### src/rtl/player_array.sv
// N-player Pong paddle controller: synchronised buttons, per-frame position update with
// speed ramp, wall clamping, optional ball-tracking AI, and a serve recenter.
module player_array #(
    parameter int unsigned NUM_PLAYERS = 2,
    parameter int unsigned Y_W         = 10,
    parameter int unsigned SCREEN_H    = 480,
    parameter int unsigned PADDLE_H    = 80,
    parameter int unsigned SPEED_MAX   = 8,
    parameter int unsigned AI_SPEED    = 4,
    parameter int unsigned AI_DEADBAND = 8
) (
    input  logic                       clk,
    input  logic                       reset,
    input  logic                       frame_tick,
    input  logic                       pause,
    input  logic                       recenter,
    input  logic [NUM_PLAYERS-1:0]     ai_en,
    input  logic [NUM_PLAYERS-1:0]     btn_up,
    input  logic [NUM_PLAYERS-1:0]     btn_down,
    input  logic [Y_W-1:0]             ball_y,
    output logic [NUM_PLAYERS*Y_W-1:0] paddle_y,
    output logic [NUM_PLAYERS-1:0]     paddle_moving
);

    localparam int unsigned Y_MAX    = SCREEN_H - PADDLE_H;
    localparam int unsigned Y_CENTER = Y_MAX / 2;
    localparam int unsigned HALF_H   = PADDLE_H / 2;
    localparam int unsigned V_W      = $clog2(SPEED_MAX + 1);
    // Two spare bits so ball_y + deadband and y + step never wrap.
    localparam int unsigned A_W      = Y_W + 2;

    typedef enum logic [1:0] {
        DIR_HOLD = 2'd0,
        DIR_UP   = 2'd1,
        DIR_DOWN = 2'd2
    } dir_t;

    logic [NUM_PLAYERS-1:0] up_meta;
    logic [NUM_PLAYERS-1:0] up_sync;
    logic [NUM_PLAYERS-1:0] dn_meta;
    logic [NUM_PLAYERS-1:0] dn_sync;

    // Two-flop synchronisers for the raw buttons.
    always_ff @(posedge clk or negedge reset) begin
        if (!reset) begin
            up_meta <= '0;
            up_sync <= '0;
            dn_meta <= '0;
            dn_sync <= '0;
        end else begin
            up_meta <= btn_up;
            up_sync <= up_meta;
            dn_meta <= btn_down;
            dn_sync <= dn_meta;
        end
    end

    for (genvar i = 0; i < NUM_PLAYERS; i++) begin : g_player
        logic [Y_W-1:0] y_q;
        logic [Y_W-1:0] y_d;
        logic [V_W-1:0] vel_q;
        logic [V_W-1:0] vel_d;
        logic [V_W-1:0] vel_c;
        dir_t           dir_q;
        dir_t           dir_d;
        dir_t           dir_c;
        logic           mov_q;
        logic           mov_d;
        logic [A_W-1:0] cur;
        logic [A_W-1:0] ctr;
        logic [A_W-1:0] ball;
        logic [A_W-1:0] step;
        logic [A_W-1:0] up_pos;
        logic [A_W-1:0] dn_pos;
        logic [A_W-1:0] nxt;

        // Direction, velocity and clamped candidate position for a tick.
        always_comb begin
            cur    = A_W'(y_q);
            ball   = A_W'(ball_y);
            ctr    = cur + A_W'(HALF_H);
            dir_c  = DIR_HOLD;
            vel_c  = '0;
            step   = '0;
            up_pos = '0;
            dn_pos = '0;
            nxt    = cur;

            if (ai_en[i]) begin
                step = A_W'(AI_SPEED);
                if (ball + A_W'(AI_DEADBAND) < ctr) begin
                    dir_c = DIR_UP;
                end else if (ball > ctr + A_W'(AI_DEADBAND)) begin
                    dir_c = DIR_DOWN;
                end
            end else begin
                if (up_sync[i] && !dn_sync[i]) begin
                    dir_c = DIR_UP;
                end else if (dn_sync[i] && !up_sync[i]) begin
                    dir_c = DIR_DOWN;
                end
                // Ramp only when continuing a manual move; reversals restart at 1.
                if (dir_c != DIR_HOLD) begin
                    if (dir_c == dir_q && vel_q != '0) begin
                        vel_c = (vel_q >= V_W'(SPEED_MAX)) ? V_W'(SPEED_MAX) : vel_q + V_W'(1);
                    end else begin
                        vel_c = V_W'(1);
                    end
                end
                step = A_W'(vel_c);
            end

            up_pos = (cur >= step) ? cur - step : '0;
            dn_pos = (cur + step <= A_W'(Y_MAX)) ? cur + step : A_W'(Y_MAX);

            case (dir_c)
                DIR_UP:   nxt = up_pos;
                DIR_DOWN: nxt = dn_pos;
                default:  nxt = cur;
            endcase
        end

        // recenter outranks an unpaused tick; otherwise everything holds.
        always_comb begin
            y_d   = y_q;
            vel_d = vel_q;
            dir_d = dir_q;
            mov_d = mov_q;
            if (recenter) begin
                y_d   = Y_W'(Y_CENTER);
                vel_d = '0;
                dir_d = DIR_HOLD;
                mov_d = 1'b0;
            end else if (frame_tick && !pause) begin
                y_d   = Y_W'(nxt);
                vel_d = vel_c;
                dir_d = dir_c;
                mov_d = (nxt != cur);
            end
        end

        always_ff @(posedge clk or negedge reset) begin
            if (!reset) begin
                y_q   <= Y_W'(Y_CENTER);
                vel_q <= '0;
                dir_q <= DIR_HOLD;
                mov_q <= 1'b0;
            end else begin
                y_q   <= y_d;
                vel_q <= vel_d;
                dir_q <= dir_d;
                mov_q <= mov_d;
            end
        end

        assign paddle_y[i*Y_W +: Y_W] = y_q;
        assign paddle_moving[i]       = mov_q;
    end

endmodule

### config.mk
export PLATFORM = sky130hd
export DESIGN_NAME = player_array
export DESIGN_NICKNAME = d
export VERILOG_FILES = /design/src/rtl/player_array.sv
export SDC_FILE = /design/constraint.sdc
export NUM_CORES = 1
export LEC_CHECK = 0
export ABC_AREA = 0
export CAP_MARGIN = 20
export CORE_UTILIZATION = 31
export DETAILED_ROUTE_END_ITERATION = 6
export SLEW_MARGIN = 0
export SYNTH_ARGS = -nofsm -noshare
export SYNTH_HDL_FRONTEND = slang
export SYNTH_SLANG_ARGS = --single-unit
### constraint.sdc
create_clock -name clk -period 10.6 [get_ports clk]
set_input_delay 1.06 -clock clk [delete_from_list [all_inputs] [get_ports clk]]
set_output_delay 1.06 -clock clk [all_outputs]
set_load 0.05 [all_outputs]
==> results.toml, run 1 <==
[yosys]
synth_edf_count = 0
ys_seq_area_share_pct = 19.35
synth_seq_cells = 42
synthArstFlopShare_pct = 100.0
syn-mean-instance-area_sq_um = 7.850
yosysWarnings = 0
yosysUniqueCellTypes = 84
synth_flop_cell = "dfrtp_1"
syn-num-nets = 791
syn_inst = 697
syn-cell-area_sq_um = 5471

[timing]
worst_pin_slew_ps = 831.5
setup_tns_ps = 0
min_period_ps = 6058
period_share_pct = 57.15
slew_headroom_pct = 44.36
max_freq_mhz = 165.1
finClkSkew_ps = 4.055
slew_viol_final = 0
setup_slack_ps = 4542
rsz0062_at_grt = "false"
setup_viol = 0
finalHoldViolCount = 0

[finish]
layout-area-overhead-vs-synth_pct = 13.17
fin_cells = 939
layout.nets = 807
final_util_pct = 35.92
diodes = 0
drive_gt1_share_pct = 5.742
postLayoutCellArea_sq_um = 6192

[placed_design]
hpwl_microns = 11880
dp_slack_ps = 4408
gp_congestion = 0.8765
dp.cells = 930
io_buffers = 42
placed_cell_area_sq_um = 6026

[critical_path]
ff2ff_setup_slack_ps = 4550
cp.required_ps = 10760
critical_path_class = "input pin to register"
crit_top_cell = "ha_1"
path_cells = "clkdlybuf4s50_1, ha_1, nand3_1, nor2_1, xor2_1, ha_1, o211ai_1, a211oi_1, nor2_1, a21oi_1, ha_1, inv_1, nor3_1, o221ai_1, a2111oi_0, a31oi_1, or2_1, a311o_1, a2111oi_0, a31oi_1"
crit_path_start = "ball_y[3]"
crit_slowest_cell = "clkdlybuf4s50_1"
rr_startpoint = "g_player[1].y_q[4]"
arrival_ps = 6210
r2r_end = "g_player[1].mov_q"
end_kind = "register"
cpPeakStageDelay_ps = 640
start_kind = "input pin"
reg2reg_depth = 22
crit_path_max_fanout = 9
endpoint = "g_player[1].mov_q"

[cts]
post_cts_buffers = 0
numCtsBuffers = 5
clk_latency_ps = 290
root_buffer = "clkbuf_16"
cts.path.max_buffers = 2
cts.sinks = 42
holdBufCountCts = 0
cts.clk_slew.worst_paths_ps = 60
htreeDepth = 2
cts_resized = 0
tritoncts = "done"

[floorplan]
rows = 48
die_w_microns = 134.9
initial_core_util_pct = 31.74
dieArea_sq_um = 18190
dieHeight_microns = 134.9
ios = 43
core_sq_um = 17240

[routing]
drc = 0
via_per_inst = 5.514
wl_per_cell_microns = 16.59
postRouteAntennaNets = 0
vias = 5178
firstDrtPassIters = 5
wl_microns = 15580
drt_iter0_markers = 388

[min_path]
holdCritPathClass = "register to register"

[pwr]
p_clk_share_pct = 25.8
power_frac_seq_pct = 31.3
p_switching_uw = 243.4
switching_share_pct = 40.50
leakage_nw = 2.574
p_int_uw = 357.6
pwr_density_cell_nw_per_um2 = 97.05
vdd_drop_max_mv = 0.05768
combPwrFrac_pct = 43.0

[global_routing]
antenna_found_initial = 0
grt_max_degree = 43
overflow = 0
grt_usage_pct = 18.00
grt_pass1_wl_microns = 26320
grt_pass1_vias = 4984

[outcome]
outcome = "complete, no violations"

[flow_run]
drv_cap = 0
## per-layer routing
metal  track usage (%)  share of wire, %
met3             2.252               5.3
met1             27.23                51
met2             26.92                42
met5                 0                 0
met4             3.995               1.4
## stage by stage
step	hold slack [ps]	power, mW
finish	347.5	0.6009
detailed placement	334.7	0.4437
floorplan	331.2	0.3721
global route	358.4	0.6430
global placement	332.9	0.4450
CTS	349.5	0.6005
## cells by family (layout without fill, tap and decap cells)
family / Yosys count / count (layout) / synth area share, %
xor+xnor: 46 / 46 / 7.363
mux: 9 / 9 / 1.784
buf+inv: 85 / 102 / 6.289
flops: 42 / 42 / 19.35
fa+ha+maj: 73 / 73 / 17.24
simple gates: 245 / 245 / 21.47
compound gates: 197 / 197 / 26.50
## sequential cells by signal (all words and copies together), names as in the netlist
name            cells
up_meta             2
dn_sync             2
g_player.dir_q      4
dn_meta             2
g_player.y_q       20
up_sync             2
g_player.vel_q      8
g_player.mov_q      2
## worst min-delay path by stage
stage                     startpoint    endpoint  slack (ps)  depth (start not counted)
after CTS                 up_meta[0]  up_sync[0]         350                          0
after floorplan           dn_meta[0]  dn_sync[0]         330                          0
after detailed placement  up_meta[0]  up_sync[0]         330                          0
after global placement    up_meta[0]  up_sync[0]         330                          0
after global routing      dn_meta[1]  dn_sync[1]         360                          0
final                     up_meta[0]  up_sync[0]         350                          0
## placed cells by master (no fill, tap or decap), types with 12 or more instances in the layout
cell type and instances:
nor2_1 74, ha_1 69, nand2_1 58, inv_1 46, clkdlybuf4s50_1 41, a21oi_1 38
dfrtp_1 36, o21ai_0 30, xnor2_1 25, nand3_1 22, xor2_1 21, nor3_1 16
nand2b_1 13, a21o_1 12, nor2b_1 12
## area by class of cell
type / count / area, sq um
clock buffers: 5 / 125.1
clock inverters: 3 / 21.27
fillers: 1800 / 11040
inverters: 49 / 183.9
multi-input cells: 570 / 4071
flip-flops and latches: 42 / 1059
well taps: 225 / 281.5
repair buffers: 45 / 450.4
## cell usage after synthesis, types with 4 or more instances
master | instances | area [sq um]
nor2_1 | 74 | 277.8
ha_1 | 69 | 863.3
nand2_1 | 58 | 217.7
inv_1 | 46 | 172.7
a21oi_1 | 38 | 190.2
dfrtp_1 | 36 | 900.9
o21ai_0 | 30 | 150.1
clkbuf_1 | 27 | 101.4
xnor2_1 | 25 | 219.0
nand3_1 | 22 | 110.1
xor2_1 | 21 | 183.9
nor3_1 | 16 | 80.08
nand2b_1 | 13 | 81.33
nor2b_1 | 13 | 81.33
a21o_1 | 12 | 90.09
a211oi_1 | 11 | 82.58
o21a_1 | 11 | 82.58
nor4_1 | 9 | 56.30
nand4_1 | 8 | 50.05
a31oi_1 | 7 | 43.79
and3_1 | 7 | 43.79
or3_1 | 7 | 43.79
dfstp_2 | 6 | 157.7
o211ai_1 | 6 | 45.04
o22ai_1 | 6 | 37.54
mux2i_1 | 5 | 50.05
o21ai_1 | 5 | 25.02
a211o_1 | 4 | 35.03
a21boi_1 | 4 | 30.03
a221oi_1 | 4 | 35.03
and2_1 | 4 | 25.02
fa_1 | 4 | 80.08
o31a_1 | 4 | 35.03
## power by group through the flow
stage	Clock, mW	Combinational [mW]	Sequential (mW)
2_1_floorplan	0	0.178	0.194
3_3_place_gp	0	0.254	0.191
3_5_place_dp	0	0.253	0.191
4_1_cts	0.158	0.255	0.188
5_1_grt	0.166	0.287	0.190
6_report	0.155	0.258	0.188
## critical path, delay by kind of cell
| kind | cells | cell delay (ps) |
|---|---|---|
| AOI/OAI and AO/OA | 9 | 2210 |
| xor gates and xnor gates | 1 | 270 |
| buffers and inverters | 2 | 850 |
| adders and majority gates | 3 | 880 |
| and+or+nand+nor | 5 | 920 |
Note: power is estimated with default switching activity, not from simulation.
==> inputs of run 2 (changes only) <==
Clock period 10.6 ns to 5.85 ns, I/O delays scaled along.
==> run 2 against run 1 <==
Effect of this change: critical path depth is 2 higher; cell count is 1.5% higher; sequential power is 77% higher; flip-flop and latch count stayed put; highest routed layer unchanged; utilization is 0.59 points higher; first-iteration DRC count is 32% higher; clock power is 74% higher; clock skew is 3.2 ps higher; setup slack worse by 4200 ps.
==> results.toml, run 2 (synthesis gave the netlist of run 1 again) <==
[outcome]
outcome = "complete, no violations"

[floorplan]
core_sq_um = 17240
initial_core_util_pct = 31.74
ios = 43
rows = 48
dieArea_sq_um = 18190
die_w_microns = 134.9
dieHeight_microns = 134.9

[finish]
postLayoutCellArea_sq_um = 6294
mostFrequentLayoutCell = "nor2_1"
final_util_pct = 36.51
reg_top3 = "g_player.y_q x20, g_player.vel_q x8, g_player.dir_q x4"
layout-area-overhead-vs-synth_pct = 15.02
largest_reg_flops = 20
layout.nets = 820
fillers = 1777
final_cell_mix = "nor2_1 (74), ha_1 (68), nand2_1 (58)"
max_flop_register = "g_player.y_q"
multiInputGateArea_sq_um = 4076
regArea_sq_um = 1059
drive_gt1_share_pct = 7.428

[flow_run]
drv_cap = 0

[critical_path]
cp.required_ps = 6000
crit_path_start = "g_player[1].y_q[3]"
start_kind = "register"
path_cells = "inv_1, ha_1, or3_1, xnor2_1, ha_1, and4_1, o21ai_0, a21boi_0, o21ai_0, a2111oi_1, o22ai_1, inv_1, ha_2, inv_1, nor3_1, o221ai_1, a2111oi_1, a31oi_1, or2_1, a311o_1, a2111oi_0, a31oi_1"
arrival_ps = 5680
end_kind = "register"
reg2reg_depth = 22
critical_path_class = "register to register"
cpPeakStageDelay_ps = 630
crit_top_cell = "inv_1"
crit_slowest_cell = "dfstp_2"
rr_startpoint = "g_player[1].y_q[3]"
r2r_end = "g_player[1].mov_q"
ff2ff_setup_slack_ps = 320
endpoint = "g_player[1].mov_q"
crit_path_max_fanout = 10

[global_routing]
overflow = 0
grt_pass1_wl_microns = 25180
grt_pass1_vias = 4758
grt_usage_pct = 17.19
antenna_found_initial = 1
grt_max_degree = 43

[routing]
postRouteAntennaNets = 0
wl_per_cell_microns = 16.28
firstDrtPassIters = 5
drc = 0
wl_microns = 15520
vias = 5201
via_per_inst = 5.458
drt_iter0_markers = 512

[timing]
slew_headroom_pct = 45.15
finalHoldViolCount = 0
slew_viol_final = 0
rsz0062_at_grt = "false"
period_share_pct = 94.52
min_period_ps = 5529
setup_slack_ps = 320.7
max_freq_mhz = 180.9
setup_tns_ps = 0
setup_viol = 0
finClkSkew_ps = 7.237
worst_pin_slew_ps = 819.7

[cts]
cts.sinks = 42
holdBufCountCts = 0
cts_resized = 0
root_buffer = "clkbuf_16"
post_cts_buffers = 0
clk_latency_ps = 290
htreeDepth = 2
tritoncts = "done"
numCtsBuffers = 5
cts.clk_slew.worst_paths_ps = 60
cts.path.max_buffers = 2

[pwr]
switching_share_pct = 39.79
vdd_drop_max_mv = 0.1235
power_frac_seq_pct = 30.5
leakage_nw = 2.640
p_clk_share_pct = 24.8
pwr_density_cell_nw_per_um2 = 173.0
p_switching_uw = 433.3
combPwrFrac_pct = 44.6
p_int_uw = 655.8

[placed_design]
io_buffers = 42
dp_slack_ps = 295.1
placed_cell_area_sq_um = 6123
hpwl_microns = 11950
gp_congestion = 0.8941

[min_path]
holdCritPathClass = "input pin to asynchronous set/reset pin"
run 2: layer usage:
layer	GRT usage (%)	part of all wire (%)	vias up
li1	-	-	2583
met1	26.30	50	2421
met3	1.839	6.1	14
met4	3.933	1.5	0
met5	0	0	-
met2	25.52	43	183
run 2: worst min path at each step:
| stage | slack [ps] | end | cells past startpoint | startpoint |
|---|---|---|---|---|
| after floorplan | 290 | dn_meta[0] | 0 | reset |
| after global placement | 330 | up_sync[0] | 0 | up_meta[0] |
| after detailed placement | 340 | up_sync[1] | 0 | up_meta[1] |
| after CTS | 350 | up_sync[1] | 0 | up_meta[1] |
| after global routing | 100 | g_player[1].y_q[8] | 1 | reset |
| final | 110 | g_player[1].y_q[8] | 1 | reset |
run 2: critical path: cells and delay by family (launching register included):
kind                     cells  cell delay [ps]
XOR/XNOR                     1              160
AND/OR/NAND/NOR              4             1130
AO/OA/AOI/OAI               11             2240
adder cells (fa/ha/maj)      3              910
flip-flops                   1              630
buffers and inverters        3              300
run 2: power by group through the flow:
stage | Sequential, mW | Combinational [mW] | Clock (mW)
after detailed placement | 0.338 | 0.474 | 0
after CTS | 0.333 | 0.477 | 0.276
final | 0.332 | 0.486 | 0.270
after floorplan | 0.351 | 0.323 | 0
after global routing | 0.335 | 0.533 | 0.289
after global placement | 0.337 | 0.475 | 0
run 2: per-stage QoR:
step                      std cells  hold slack [ps]  power [mW]
after floorplan                 697            289.4      0.6743
after global placement          943            334.1      0.8125
after detailed placement        943            337.1      0.8114
after CTS                       951            350.7       1.086
after global routing            952            102.1       1.157
final                           953            107.8       1.089
run 2: area by class of cell:
type	count	area share, %
sequential	42	16.82
antenna	1	0.03976
timing repair buffer	58	8.708
clock buffer	6	2.048
tap	225	4.473
inverter	49	2.922
multi-input combinational	570	64.77
clock inverter	2	0.2187
==> inputs of run 3 (changes only) <==
Settings changed: CORE_ASPECT_RATIO set to 1.2.
==> run 3 against run 2 <==
Effect of this change: register-to-register slack better by 120 ps; flip-flop and latch count did not move; global-route usage rose by 1.2 points; sequential share of layout area down 0.080 points; total power rose by 4.9%; largest cell class unchanged.
==> results.toml, run 3 (synthesis gave the netlist of run 1 again) <==
[outcome]
outcome = "complete, no violations"

[routing]
wl_microns = 16320
firstDrtPassIters = 5
drc = 0
wl_per_cell_microns = 17.23
via_per_inst = 5.567
drt_iter0_markers = 258
vias = 5272
postRouteAntennaNets = 0

[pwr]
switching_share_pct = 38.83
p_switching_uw = 443.5
pwr_density_cell_nw_per_um2 = 180.6
vdd_drop_max_mv = 0.1085
p_clk_share_pct = 28.4
p_int_uw = 698.6
combPwrFrac_pct = 42.5
leakage_nw = 2.662
power_frac_seq_pct = 29.1

[critical_path]
start_kind = "register"
rr_startpoint = "g_player[0].y_q[3]"
arrival_ps = 5570
end_kind = "register"
reg2reg_depth = 21
critical_path_class = "register to register"
ff2ff_setup_slack_ps = 440
r2r_end = "g_player[0].mov_q"
cp.required_ps = 6010
crit_path_max_fanout = 10

[global_routing]
grt_max_degree = 43
antenna_found_initial = 0
grt_pass1_vias = 5148
grt_usage_pct = 18.37
overflow = 0
grt_pass1_wl_microns = 26350

[timing]
slew_headroom_pct = 33.16
min_period_ps = 5411
setup_tns_ps = 0
setup_viol = 0
max_freq_mhz = 184.8
finalHoldViolCount = 0
rsz0062_at_grt = "false"
slew_viol_final = 0
period_share_pct = 92.50
worst_pin_slew_ps = 1003
finClkSkew_ps = 5.229

[finish]
final_cell_mix = "nor2_1 (74), ha_1 (69), nand2_1 (58)"
layout.nets = 824
mostFrequentLayoutCell = "nor2_1"
fillers = 1841
layout-area-overhead-vs-synth_pct = 15.57
max_flop_register = "g_player.y_q"
drive_gt1_share_pct = 7.934
postLayoutCellArea_sq_um = 6324
multiInputGateArea_sq_um = 4079
diodes = 0
regArea_sq_um = 1059
reg_top3 = "g_player.y_q x20, g_player.vel_q x8, g_player.dir_q x4"
largest_reg_flops = 20

[cts]
numCtsBuffers = 5
clk_latency_ps = 290
tritoncts = "done"
cts.sinks = 42
root_buffer = "clkbuf_16"
htreeDepth = 2
holdBufCountCts = 0
cts.clk_slew.worst_paths_ps = 70
cts.path.max_buffers = 2

[min_path]
hold_depth = 0
min-delay-start = "dn_meta[1]"
holdCritPathClass = "register to register"
min_to = "dn_sync[1]"

[placed_design]
io_buffers = 42
placed_cell_area_sq_um = 6127
hpwl_microns = 12710
gp_congestion = 0.9505

[floorplan]
core_sq_um = 17050
rows = 52
initial_core_util_pct = 32.10
die_w_microns = 123.3
dieArea_sq_um = 18190
ios = 43
dieHeight_microns = 147.5

[flow_run]
drv_cap = 0
[run 3: layer usage]
metal	global-route usage (%)	routed length (microns)	vias to the layer above
met2	33.07	8366	129
met4	6.205	342	0
li1	-	-	2594
met1	21.91	6943	2526
met5	0	0	-
met3	2.623	662	23
[run 3: repair_timing]
| action | CTS | global route |
|---|---|---|
| setup buffers | 0 | 3 |
| resized for setup | 0 | 3 |
| setup endpoints to repair | 0 | 1 |
[run 3: power by group through the flow]
stage / clock [mW] / sequential [mW] / combinational, mW
4_1_cts: 0.327 / 0.334 / 0.482
3_5_place_dp: 0 / 0.339 / 0.480
5_1_grt: 0.341 / 0.336 / 0.536
2_1_floorplan: 0 / 0.351 / 0.323
6_report: 0.324 / 0.333 / 0.485
3_3_place_gp: 0 / 0.339 / 0.479
[run 3: through the flow]
stage                     setup WS (ps)  cells  hold WS (ps)  util (%)  total power, mW
after global routing              65.84    947         368.5     37.10            1.213
after CTS                         61.80    944         352.1     36.92            1.143
final                             438.6    947         351.6     37.10            1.142
after global placement            137.0    936         336.2     35.94           0.8184
after detailed placement          102.2    936         337.0     35.94           0.8186
after floorplan                   329.2    697         289.4         -           0.6743
[run 3: final cells by class]
class / instances / area share [%]
sequential: 42 / 16.74
clock inverter: 2 / 0.5936
timing repair buffer: 62 / 8.943
clock buffer: 6 / 2.038
tap: 216 / 4.274
inverter: 49 / 2.909
multi-input combinational: 570 / 64.50
[run 3: how the worst max path moves through the flow]
| stage | cells after the start | endpoint | slack (ps) | from |
|---|---|---|---|---|
| finish | 21 | g_player[0].mov_q | 440 | g_player[0].y_q[3] |
| global route | 21 | g_player[0].mov_q | 70 | g_player[0].y_q[3] |
| CTS | 22 | g_player[1].mov_q | 60 | g_player[1].y_q[3] |
| detailed placement | 22 | g_player[1].mov_q | 100 | g_player[1].y_q[3] |
| global placement | 22 | g_player[1].mov_q | 140 | g_player[1].y_q[3] |
| floorplan | 24 | g_player[1].mov_q | 330 | g_player[1].y_q[5] |
[run 3: critical path: stages (launching register included)]
cell and delay, ps:
dfstp_2 650, ha_1 230, o21ai_0 110, xor2_1 200, or2_2 340, or3_1 330, xnor2_1 150, ha_1 300
nand4_1 100, o311ai_0 110, o41a_1 440, inv_1 70, ha_1 380, nand2_1 90, nor4_1 230, o21ai_0 150
or4_4 540, a21boi_1 210, o22ai_2 100, xnor2_1 140, o41ai_2 310, a211oi_2 100
